`config.mk`:
```
export PLATFORM = sky130hd
export DESIGN_NAME = piso_serializer_flat
export DESIGN_NICKNAME = d
export VERILOG_FILES = /design/src/rtl/piso_serializer_if.sv /design/src/rtl/piso_serializer.sv /design/src/flat_wrapper.sv
export SDC_FILE = /design/constraint.sdc
export NUM_CORES = 1
export LEC_CHECK = 0
export ABC_CLOCK_PERIOD_IN_PS = 1390
export CAP_MARGIN = 30
export CORE_ASPECT_RATIO = 1.1
export CORE_MARGIN = 2
export CORE_UTILIZATION = 46
export DETAILED_ROUTE_END_ITERATION = 8
export GPL_TIMING_DRIVEN = 1
export HOLD_SLACK_MARGIN = 0.05
export PLACE_DENSITY = 0.82
export SLEW_MARGIN = 20
export SYNTH_ARGS = -nofsm -noshare
export SYNTH_HDL_FRONTEND = slang
export SYNTH_SLANG_ARGS = --single-unit
```
`constraint.sdc`:
```
create_clock -name clk -period 1.39 [get_ports clk]
set_input_delay 0.139 -clock clk [delete_from_list [all_inputs] [get_ports clk]]
set_output_delay 0.139 -clock clk [all_outputs]
set_load 0.01 [all_outputs]
```
`src/rtl/piso_serializer_if.sv`:
```
// Load-side handshake between a word producer and the PISO serializer.
interface piso_serializer_if #(
  parameter int unsigned WIDTH = 8
) ();
  logic [WIDTH-1:0] pdata;
  logic             load_valid;
  logic             load_ready;

  modport master (output pdata, output load_valid, input load_ready);
  modport slave  (input pdata, input load_valid, output load_ready);
endinterface

```
`src/rtl/piso_serializer.sv`:
```
// Parallel-in/serial-out framer: one bit per clock, with a one-word holding buffer so
// consecutive words stream without an idle bit between them.
module piso_serializer #(
  parameter int unsigned WIDTH     = 8,
  parameter bit          MSB_FIRST = 1'b1
) (
  input  logic               clk,
  input  logic               rst,
  piso_serializer_if.slave   ld,
  output logic               so,
  output logic               so_valid,
  output logic               busy,
  output logic               done
);

  localparam int unsigned CntW = $clog2(WIDTH);

  typedef enum logic [0:0] {StIdle, StShift} state_e;

  state_e            state_q, state_d;
  logic [WIDTH-1:0]  sreg_q, sreg_d;
  logic [WIDTH-1:0]  buf_q, buf_d;
  logic              full_q, full_d;
  logic [CntW-1:0]   cnt_q, cnt_d;

  logic [WIDTH-1:0]  pdata;
  logic [WIDTH-1:0]  shifted;
  logic              accept;
  logic              last;
  logic              so_bit;

  assign pdata   = ld.pdata;
  // load_ready comes straight from the buffer flag, so accept has no loop through ready.
  assign accept  = ld.load_valid & ~full_q;
  assign last    = (cnt_q == CntW'(WIDTH - 1));
  assign shifted = MSB_FIRST ? {sreg_q[WIDTH-2:0], 1'b0} : {1'b0, sreg_q[WIDTH-1:1]};
  assign so_bit  = MSB_FIRST ? sreg_q[WIDTH-1] : sreg_q[0];

  always_comb begin
    state_d = state_q;
    sreg_d  = sreg_q;
    buf_d   = buf_q;
    full_d  = full_q;
    cnt_d   = cnt_q;
    unique case (state_q)
      StIdle: begin
        if (accept) begin
          sreg_d  = pdata;
          cnt_d   = '0;
          state_d = StShift;
        end
      end
      StShift: begin
        if (!last) begin
          sreg_d = shifted;
          cnt_d  = cnt_q + CntW'(1);
          if (accept) begin
            buf_d  = pdata;
            full_d = 1'b1;
          end
        end else begin
          // Word boundary: buffered word has priority to keep strict ordering.
          cnt_d = '0;
          if (full_q) begin
            sreg_d = buf_q;
            full_d = 1'b0;
          end else if (accept) begin
            sreg_d = pdata;
          end else begin
            state_d = StIdle;
          end
        end
      end
      default: state_d = StIdle;
    endcase
  end

  always_ff @(posedge clk) begin
    if (!rst) begin
      state_q <= StIdle;
      sreg_q  <= '0;
      buf_q   <= '0;
      full_q  <= 1'b0;
      cnt_q   <= '0;
    end else begin
      state_q <= state_d;
      sreg_q  <= sreg_d;
      buf_q   <= buf_d;
      full_q  <= full_d;
      cnt_q   <= cnt_d;
    end
  end

  assign so_valid      = (state_q == StShift);
  assign so            = so_valid & so_bit;
  assign done          = so_valid & last;
  assign busy          = so_valid | full_q;
  assign ld.load_ready = ~full_q;

endmodule

```
`src/flat_wrapper.sv`:
```
// flat-port wrapper written by rule: the top's interface ports become plain ports
module piso_serializer_flat 
#(
  parameter int unsigned WIDTH     = 8,
  parameter bit          MSB_FIRST = 1'b1
)
  (clk, rst, so, so_valid, busy, done, ld_pdata, ld_load_valid, ld_load_ready);
  piso_serializer_if #(.WIDTH(WIDTH)) ld_i ();
  input  logic clk;
  input  logic rst;
  output logic so;
  output logic so_valid;
  output logic busy;
  output logic done;
  input wire logic [$bits(ld_i.pdata)-1:0] ld_pdata;
  input wire logic [$bits(ld_i.load_valid)-1:0] ld_load_valid;
  output wire logic [$bits(ld_i.load_ready)-1:0] ld_load_ready;
  assign ld_i.pdata = ld_pdata;
  assign ld_i.load_valid = ld_load_valid;
  assign ld_load_ready = ld_i.load_ready;
  piso_serializer #(.WIDTH(WIDTH), .MSB_FIRST(MSB_FIRST)) u_core (.clk(clk), .rst(rst), .ld(ld_i), .so(so), .so_valid(so_valid), .busy(busy), .done(done));
endmodule
```
## Word-level counts from Yosys, hierarchy flattened

Index checks and enable logic that the tools add are counted.

- Input bits: 11
- Output and inout port bits: 5
- Register bits after elaboration: 21
- Word-level logic and storage cells: 31

- Eq/ne operators: 2
- Mux-type cells: 13
- Add/sub/neg operators: 1
- Bitwise gates (word level): 7
- Reduce and logical (&&, ||, !) cells: 3

Operators by type and width:

| kind | count |
|---|---|
| $mux 8 | 3 |
| $pmux 8 s2 | 1 |
| $mux 3 | 2 |
| $pmux 3 s2 | 1 |
| $mux 1 | 5 |
| $add 3x1->3 const B | 1 |
| $and 1x1->1 | 3 |
| $eq 3x3->1 const B | 1 |
| $not 1->1 | 3 |
| $reduce_and 3->1 | 1 |
| $ne 2x1->1 const B | 1 |
| $pmux 1 s2 | 1 |
| $reduce_and 2->1 | 1 |
| $reduce_bool 2->1 | 1 |
| $or 1x1->1 | 1 |

## Longest topological paths before layout

- Depth in word-level cells: 6
- Depth in mapped cells: 6
- Mapped depth without buffers: 5

## Worst setup path before layout

No wires, ideal clock.

- Kind: register -> register
- Start point: reg u_core.cnt_q[0]
- End point: reg u_core.buf_q[0]
- Setup time: 116 ps
- Arrival: 1,335 ps
- Cell stages (with the launch flop): 7
- Period minus slack after synthesis: 1,451 ps
- Path buffers: 1
- Required time: 1,274 ps
- Setup slack: -61 ps
- Path through: dfxtp_1 -> ha_1 -> ha_1 -> and4bb_1 -> buf_6 -> mux2i_1 -> nor2b_1

- Cells in the longest elaborated chain, start to end: 3

Ends and longest elaborated chain:

| element | line | text |
|---|---|---|
| start, declared | piso_serializer.sv:24 | `logic [CntW-1:0] cnt_q, cnt_d;` |
| start signal, assigned | piso_serializer.sv:90 | `cnt_q <= cnt_d;` |
| $eq 3x3->1 | piso_serializer.sv:35 | `assign last = (cnt_q == CntW'(WIDTH - 1));` |
| $not 1->1 (no line) | - |  |
| $reduce_and 3->1 (no line) | - |  |
| end signal, assigned | piso_serializer.sv:88 | `buf_q <= buf_d;` |
| end, declared | piso_serializer.sv:22 | `logic [WIDTH-1:0] buf_q, buf_d;` |

Every way passes these cells.
A chain may end at the register's enable or synchronous reset.

## Final worst setup path

- Start point: reg u_core.cnt_q[1]
- End point: reg u_core.buf_q[5]

The elaborated chain is that of the path after synthesis.

==> summary.txt <==
Clocking
  • Clock root cell: clkbuf_4
  • Worst-Skew Late Latency: 0.31 ns
  • Htree depth: 1
  • CTS tree: done
  • Worst-path clk slew: 0.11 ns
  • TritonCTS buffer count: 3
  • Hold buffer count at cts: 0
  • Max Root-Sink Buffers: 2
  • Clock Sinks: 21

Worst setup path
  • Critical Path RT: 1.60 ns
  • Worst r2r dst: u_core.buf_q[5]$_SDFFE_PN0P_
  • Setup CP Type: flop to flop
  • Worst setup EP type: flop
  • Worst r2r path cells: 6
  • CP arrival: 1.71 ns
  • Reg2reg setup slack: -0.10 ns
  • CP startpoint kind: flop
  • Largest fanout on the critical path: 8
  • R2r startpoint: u_core.cnt_q[1]$_SDFFE_PN0P_

Synth
  • Count of different cell masters after synthesis: 24
  • Ranking of synthesized cells by area: dfxtp_1, mux2i_1, nor2b_1
  • Post-synth top flop: dfxtp_1
  • Post-synthesis sequential area ratio: 42.7%
  • Synthesized instance count: 102
  • Top cells by count, synth: dfxtp_1, mux2i_1, nor2b_1
  • #FFs+latches synth: 21
  • Top-area cell type share of the netlist area: 42.7%
  • Mean Syn Cell Area: 9.64 um2
  • Most common cell in the synthesized netlist: dfxtp_1
  • Cell taking the most area after synthesis: dfxtp_1
  • Syn nets: 116
  • Yosys Warn Count: 0
  • Cell Area, Synth: 983 um2
  • Post-synth EDFFs: 0
  • Async S/R FF share, synth: 0%

Power
  • PwrDens: 873 nW/um2
  • VDD IR-drop max: 0.798 mV
  • P_leak: 0.558 nW

Floorplan
  • Die Wd: 48.1 um
  • Placeable Area: 2020 um2
  • FP Rows: 17
  • Die Area: 2520 um2
  • # IOs: 16
  • Initial Utilization: 48.7%
  • Die Y: 52.5 um

Layout
  • Final Net Count: 145
  • Filler cells: 172
  • Area of the multi-input gates: 569 um2
  • N_diodes: 0
  • Synth-to-Final Area Change: 37.8%
  • Sequential cell area: 428 um2
  • Final instance area: 1360 um2
  • Final core utilization: 67.1%
  • Layout cells sized above 1: 25.4%

Timing
  • Peak Freq: 0.671 GHz
  • Slew Viols, Final: 0
  • RSZ-0062 raised after global routing: true
  • Worst Tran Pin Value: 0.253 ns
  • Final setup viols: 17
  • Fin Clk Skew: 0.000481 ns
  • Relative slew slack: 83.1%
  • Final period utilization: 107%
  • Final Critical Period: 1.49 ns
  • Final hold violations: 0
  • Worst setup margin: -0.101 ns

Route
  • DRC Markers: 0
  • Antenna-violating nets left: 0
  • Drt total wl: 2230 um
  • Number of vias per cell: 5.31
  • Total number of vias: 839
  • Avg WL per Cell: 14.1 um
  • DRT iter0 DRCs: 8
  • DR pass1 iterations: 4

Min path
  • Hold worst-path end: u_core.buf_q[2]$_SDFFE_PN0P_
  • HP Class: input pin to flop
  • Hold_sp: ld_pdata[2]
  • Worst hold path depth: 3

Outcome
  • Failing checks: negative setup slack
  • Status: finished with violations

Job
  • Max-cap violations: 0

Placed design
  • Placed inst area: 1250 um2
  • Placer Congestion: 0.827
  • Post-DP HPWL: 1500 um
  • Input/output buffers: 15

Global routing
  • Antenna violations before repair: 0
  • Total Routing Usage GR: 20.8%
  • Largest net degree at the start of global routing: 13
  • Global-route wire length before repair: 3620 um
  • Remaining Overflow, GRT: 0
  • Vias in the first global route: 847
## state kept, by name (all words and copies together), names as in the netlist
signal           cells
u_core.buf_q         8
u_core.sreg_q        8
u_core.cnt_q         3
u_core.full_q        1
u_core.so_valid      1
## layer usage
metal | vias up | track usage [%] | wire length (um)
met1 | 403 | 22.7 | 971
met2 | 15 | 36.0 | 1150
li1 | 416 | - | -
met4 | 0 | 10.8 | 44
met5 | - | 0 | 0
met3 | 5 | 4.14 | 60
## critical path: stages, from the launching register on
cell      delay (ns)
dfxtp_2         0.35
ha_4            0.17
ha_4            0.15
and4bb_1        0.32
buf_12          0.15
mux2i_1         0.19
nor2b_1         0.06
## per-stage QoR
| step | setup slack (ns) | cells | power, W | setup TNS [ns] | hold slack (ns) |
|---|---|---|---|---|---|
| floorplan | 0.00530 | 102 | 0.000786 | 0 | 0.267 |
| global placement | -0.0557 | 152 | 0.000882 | -0.649 | 0.477 |
| detailed placement | -0.123 | 152 | 0.000888 | -1.36 | 0.488 |
| CTS | -0.100 | 157 | 0.00119 | -1.06 | 0.471 |
| global route | -0.177 | 158 | 0.00124 | -2.52 | 0.490 |
| finish | -0.101 | 158 | 0.00118 | -1.21 | 0.472 |
## cell families after synthesis
| family | share of synthesized area (%) |
|---|---|
| AOI/OAI and AO/OA | 12.7 |
| adders and majority gates | 3.82 |
| and+or+nand+nor | 19.3 |
| muxes | 16.3 |
| DFF | 42.7 |
| buffers and inverters | 5.09 |
## repair_timing
| action | 4_1_cts | 5_1_grt |
|---|---|---|
| gates resized for setup | 23 | 4 |
| pin swaps | 2 | 3 |
| buffers inserted | 1 | 1 |
| setup endpoints to repair | 22 | 18 |
## cells in the final DEF (no fill, tap or decap), drive strengths merged, types with 2 or more instances in the layout
cell           synthesis  final
a21boi                 2      2
a21oi                  8      8
and2                   2      2
and3                   7      7
buf                    3     15
clkbuf                 2      4
clkdlybuf4s50          0     10
dfxtp                 21     21
dlygate4sd2            0      4
ha                     3      3
inv                    4      3
mux2i                 16     16
nand2                  5      5
nand3                  3      3
nor2b                 10     10
o21ai                  2      2
o22ai                  8      8
## power by group
group,total (W),switching (W),internal [W]
clock network,0.000299,0.000187,0.000112
logic,0.000224,0.0000969,0.000127
registers,0.000660,0.0000233,0.000637
total,0.00118,0.000307,0.000876
## area by class of cell
class                   instances  share of cell area [%]
clock buffers                   4                    1.94
inverters                       4                    1.39
multi-input cells              72                    42.0
flip-flops and latches         21                    31.6
well taps                      28                    2.59
repair buffers                 29                    20.5
## worst max-delay path by stage
| stage | end | slack, ns | depth (start not counted) | startpoint |
|---|---|---|---|---|
| floorplan | u_core.buf_q[0]$_SDFFE_PN0P_ | 0.005 | 6 | u_core.cnt_q[0]$_SDFFE_PN0P_ |
| global placement | done | -0.06 | 5 | u_core.cnt_q[1]$_SDFFE_PN0P_ |
| detailed placement | u_core.sreg_q[6]$_SDFF_PN0_ | -0.12 | 7 | u_core.cnt_q[0]$_SDFFE_PN0P_ |
| CTS | u_core.buf_q[4]$_SDFFE_PN0P_ | -0.10 | 6 | u_core.cnt_q[1]$_SDFFE_PN0P_ |
| global route | u_core.buf_q[5]$_SDFFE_PN0P_ | -0.18 | 6 | u_core.cnt_q[1]$_SDFFE_PN0P_ |
| finish | u_core.buf_q[5]$_SDFFE_PN0P_ | -0.10 | 6 | u_core.cnt_q[1]$_SDFFE_PN0P_ |
No activity file was read; power rests on OpenSTA's default activity.
